--- src/rtl/intf_channel.sv ---
// Shared single-bit flag channel: zero-latency combinational copy of the producer's
// value plus a registered copy, edge pulses and a saturating edge counter.
module intf_channel #(
   parameter int signed PARAM = 0
) (
   input  logic        clk,
   input  logic        rst,
   input  logic        val_in,
   output logic        val,
   output logic        val_q,
   output logic        rise,
   output logic        fall,
   output logic [15:0] edge_count,
   output logic [31:0] param_id,
   output logic [31:0] func_val
);

   localparam logic [15:0] COUNT_MAX = 16'hFFFF;

   logic        prev_q, prev_d;
   logic        rise_q, rise_d;
   logic        fall_q, fall_d;
   logic [15:0] count_q, count_d;

   // Pure wire path so consumers see the producer's value from time 0, independent of reset.
   assign val      = val_in;
   assign param_id = 32'(PARAM);
   assign func_val = 32'd5;

   always_comb begin
      prev_d  = val;
      rise_d  = val & ~prev_q;
      fall_d  = ~val & prev_q;
      count_d = count_q;
      if ((val != prev_q) && (count_q != COUNT_MAX)) begin
         count_d = count_q + 16'd1;
      end
   end

   always_ff @(posedge clk or posedge rst) begin
      if (rst) begin
         prev_q  <= 1'b0;
         rise_q  <= 1'b0;
         fall_q  <= 1'b0;
         count_q <= 16'd0;
      end else begin
         prev_q  <= prev_d;
         rise_q  <= rise_d;
         fall_q  <= fall_d;
         count_q <= count_d;
      end
   end

   assign val_q      = prev_q;
   assign rise       = rise_q;
   assign fall       = fall_q;
   assign edge_count = count_q;

endmodule

--- config.mk ---
export PLATFORM = sky130hd
export DESIGN_NAME = intf_channel
export DESIGN_NICKNAME = d
export VERILOG_FILES = /design/src/rtl/intf_channel.sv
export SDC_FILE = /design/constraint.sdc
export NUM_CORES = 1
export LEC_CHECK = 0
export BUFFER_PORTS_ARGS = -buffer_cell sky130_fd_sc_hd__buf_4
export CAP_MARGIN = 15
export CORE_ASPECT_RATIO = 1.2
export CORE_MARGIN = 5
export CORE_UTILIZATION = 46
export CTS_CLUSTER_DIAMETER = 200
export DETAILED_ROUTE_END_ITERATION = 7
export PLACE_DENSITY = 0.85
export REMOVE_ABC_BUFFERS = 1
export SETUP_SLACK_MARGIN = 0.05
export SYNTH_ARGS = -nofsm -noshare
export SYNTH_HDL_FRONTEND = slang
export SYNTH_SLANG_ARGS = --single-unit
--- constraint.sdc ---
create_clock -name clk -period 4.38 [get_ports clk]
set_input_delay 0.219 -clock clk [delete_from_list [all_inputs] [get_ports clk]]
set_output_delay 0.219 -clock clk [all_outputs]
set_load 0.05 [all_outputs]
# ---- Word-level counts from Yosys, hierarchy flattened
# Cells that the tools add are included.
dict set report totals {
  in_bits 3
  register_bits 19
}
dict set report op_classes {
  addsub 1
  n_eq_ne 2
  bitwise_logic 4
  n_reduce_logical 1
}
# cell n
set op_table {}
lappend op_table {{16-bit by 1-bit adder with 16-bit output (second input constant)} 1}
lappend op_table {{16-bit inequality test (second input constant)} 1}
lappend op_table {{1-bit bitwise AND} 2}
lappend op_table {{1-bit NOT} 2}
lappend op_table {{1-bit logical AND} 1}
lappend op_table {{1-bit inequality test} 1}

# ---- Longest topological paths before layout
dict set report logic_depth {
  ltp_word 2
  mapped_depth 6
  depth_no_buf 6
}

# ---- Worst setup path after synthesis
# No wires, ideal clock.
dict set report synth_timing {
  path_kind {register to register}
  startpoint {reg prev_q (netlist: val_q)}
  endpoint {reg count_q[10] (netlist: edge_count[10])}
  setup_time_ns 0.144
  path_buffers 0
  period_less_slack_ns 1.932
  path_stages_with_launch 6
  arrival_ns 1.788
  required_ns 4.236
  path_slack_ns 2.448
  path_cell_list {dfrtp_1 -> ha_1 -> nand4b_1 -> a31oi_2 -> nand3_1 -> xnor2_1}
}
dict set report synth_via {
  elab_chain_cells 2
}
# item line_no
set synth_rtl {}
lappend synth_rtl {{start, declared} 20} ;# logic prev_q, prev_d;
lappend synth_rtl {{start signal, assigned} 47} ;# prev_q <= prev_d;
lappend synth_rtl {{1-bit inequality test} 35} ;# if ((val != prev_q) && (count_q != COUNT_MAX)) begin
lappend synth_rtl {{1-bit logical AND} 35}
lappend synth_rtl {{end signal, assigned} 50} ;# count_q <= count_d;
lappend synth_rtl {{end, declared} 23} ;# logic [15:0] count_q, count_d;
# Every way passes these cells.
# A chain may end at the register's enable or synchronous reset.

# ---- Worst setup path in the final report
dict set report layout_timing {
  startpoint {reg prev_q (netlist: val_q)}
  endpoint {reg count_q[6] (netlist: edge_count[6])}
}
# The elaborated chain is that of the path after synthesis.

==> out/results.tsv <==
metric	value	unit
outcome	finished clean	
crit_family	simple AND/OR/NAND/NOR gates	
viasPerCell	4.42	
r2r_slack	2.62	ns
drc_errors	0	
grt_usage	0.105	
gp_congestion	0.869	
cts_root_buf	clkbuf_4	
grt_start_max_net_pins	20	
pre_cts_ws	2.65	ns
globalRouteOverflowTotal	0	
worstSetupPathType	reg -> reg	
clock_path_buffers	2	
crit_arrival	1.94	ns
num_antenna_cells	0	
hpwlAfterDp	1980	um
wl_per_cell	11.6	um
yosys_warnings	0	
rows	22	
port_buffers	22	
dr.pass1.iters	4	
vias	920	
r2r-start	val_q	
max_clock_freq	0.570	GHz
multi_input_area	672	um2
clock-sinks	19	
pin_count	87	
fin_skew	0.00407	ns
cts_tree	built	
rsz0062_at_grt	false	
min_path_type	in -> async	
final_nets	179	
cp_max_fo	5	
synthesis.area	1420	um2
critPathMaxStageDelay	0.41	ns
grt_pass1_wl	3480	um
fin_crit	1.76	ns
path_cells	ha_1 -> nand4b_1 -> a31oi_2 -> nand3_1 -> xnor2_1	
reg2reg_to	edge_count[6]	
clock_latency	0.29	ns
fillCellCount	307	
synth_cell_types	24	
fp.coreArea	3030	um2
ant_nets	0	
regArea	475	um2
ctsResizeCount	0	
slew_violations	0	
yosysSeqAreaShare	0.335	
finalHoldViolCount	0	
mostFrequentLayoutCell	conb_1	
synth_seq_cells	19	
drt_iter0_markers	13	
postCtsSetupBuffers	0	
crit_path_start_kind	register	
crit_path_end_kind	register	
finalSetupTns	0	ns
placed_cell_area	1380	um2
grt_pass1_vias	799	
finalSetupViolCount	0	
cellPowerDensity	508	nW/um2
finalWirelength	2400	um
max_cap_violations	0	
period_share	0.401	
crit_slowest_cell	dfrtp_1	
slew-limit-headroom	0.540	
avgSynthCellArea	9.54	um2
drive_above_1_share	0.186	
postCtsHoldBufs	0	
leakagePower	0.000743	uW
layout_common_cells	conb_1 (64), buf_4 (22), dfrtp_1 (19), xnor2_1 (11), nand2_1 (9)	
worstMarginPinSlew	0.690	ns
syn_inst	149	
start_util	0.469	
h-tree-depth	1	
die_w	60.7	um
design_area	1400	um2
reg2reg_depth	5	
grt_antenna_before_repair	0	
path_clk_slew	0.10	ns
critPathRequiredTime	4.57	ns
vdd_ir_drop_max	0.317	mV
cts_buffers	3	
die_area	4310	um2
area.growth.synth_to_final	-1.32	%
finalWorstSetupSlack	2.62	ns
dieHeight	70.9	um
holdWs	0.0180	ns
cp_num_buf_inv	0	
## cell type report
type,count,area share
well taps,36,0.0321
inverters,5,0.0134
clock buffers,4,0.0187
multi-input cells,122,0.479
flip-flops and latches,19,0.339
repair buffers,22,0.118
## metrics by stage
step | std cells | power, uW | util
after floorplan | 146 | 546 | -
after detailed placement | 204 | 630 | 0.455
final | 208 | 713 | 0.463
after global placement | 204 | 621 | 0.455
after CTS | 208 | 716 | 0.463
after global routing | 208 | 752 | 0.463
## logic make-up after synthesis
kind of cell,count (synthesis),synth area share
AO/OA/AOI/OAI,8,0.0440
AND/OR/NAND/NOR,34,0.151
adder cells (fa/ha/maj),3,0.0264
multiplexers,1,0.00792
XOR/XNOR,12,0.0739
buffers and inverters,70,0.357
other,2,0.00528
flip-flops,19,0.335
## where the power goes
part	internal (uW)	switching, uW	leakage, uW
registers	208	51.4	0.000242
clock network	35.5	51.6	0.0000150
logic	76.3	291	0.000486
total	319	394	0.000743
## worst max-delay path by stage
stage / slack [ns] / to / start / cells after the start
floorplan: 2.45 / edge_count[10] / val_q / 5
global placement: 2.73 / edge_count[10] / val_q / 5
detailed placement: 2.65 / edge_count[10] / val_q / 5
CTS: 2.64 / edge_count[6] / val_q / 5
global route: 2.50 / edge_count[6] / val_q / 5
finish: 2.62 / edge_count[6] / val_q / 5
## per-layer routing
| layer | vias up | wire length (um) | share of wire | GRT usage |
|---|---|---|---|---|
| li1 | 410 | - | - | - |
| met1 | 435 | 796 | 0.33 | 0.119 |
| met2 | 65 | 1250 | 0.52 | 0.184 |
| met3 | 10 | 304 | 0.13 | 0.0164 |
| met4 | 0 | 48 | 0.020 | 0.0506 |
| met5 | - | 0 | 0 | 0 |
## registers in the layout (all words and copies together), names as in the netlist
name        cells
edge_count     16
val_q           1
rise            1
fall            1
## synthesized netlist by cell type
master	n	share of area
a21oi_1	4	0.014
a31oi_2	1	0.0088
a41o_2	1	0.0079
and3_1	1	0.0044
and4_1	3	0.018
buf_4	65	0.34
conb_1	2	0.0053
dfrtp_1	19	0.33
ha_1	3	0.026
inv_1	5	0.013
mux2_1	1	0.0079
nand2_1	9	0.024
nand3_1	6	0.021
nand3b_1	1	0.0053
nand4_1	4	0.018
nand4_2	2	0.018
nand4b_1	2	0.012
nor2_1	3	0.0079
nor3_2	2	0.014
nor4_2	1	0.0088
o31ai_1	1	0.0053
o41a_1	1	0.0079
xnor2_1	11	0.068
xor2_1	1	0.0062
No activity file was read; power rests on OpenSTA's default activity.
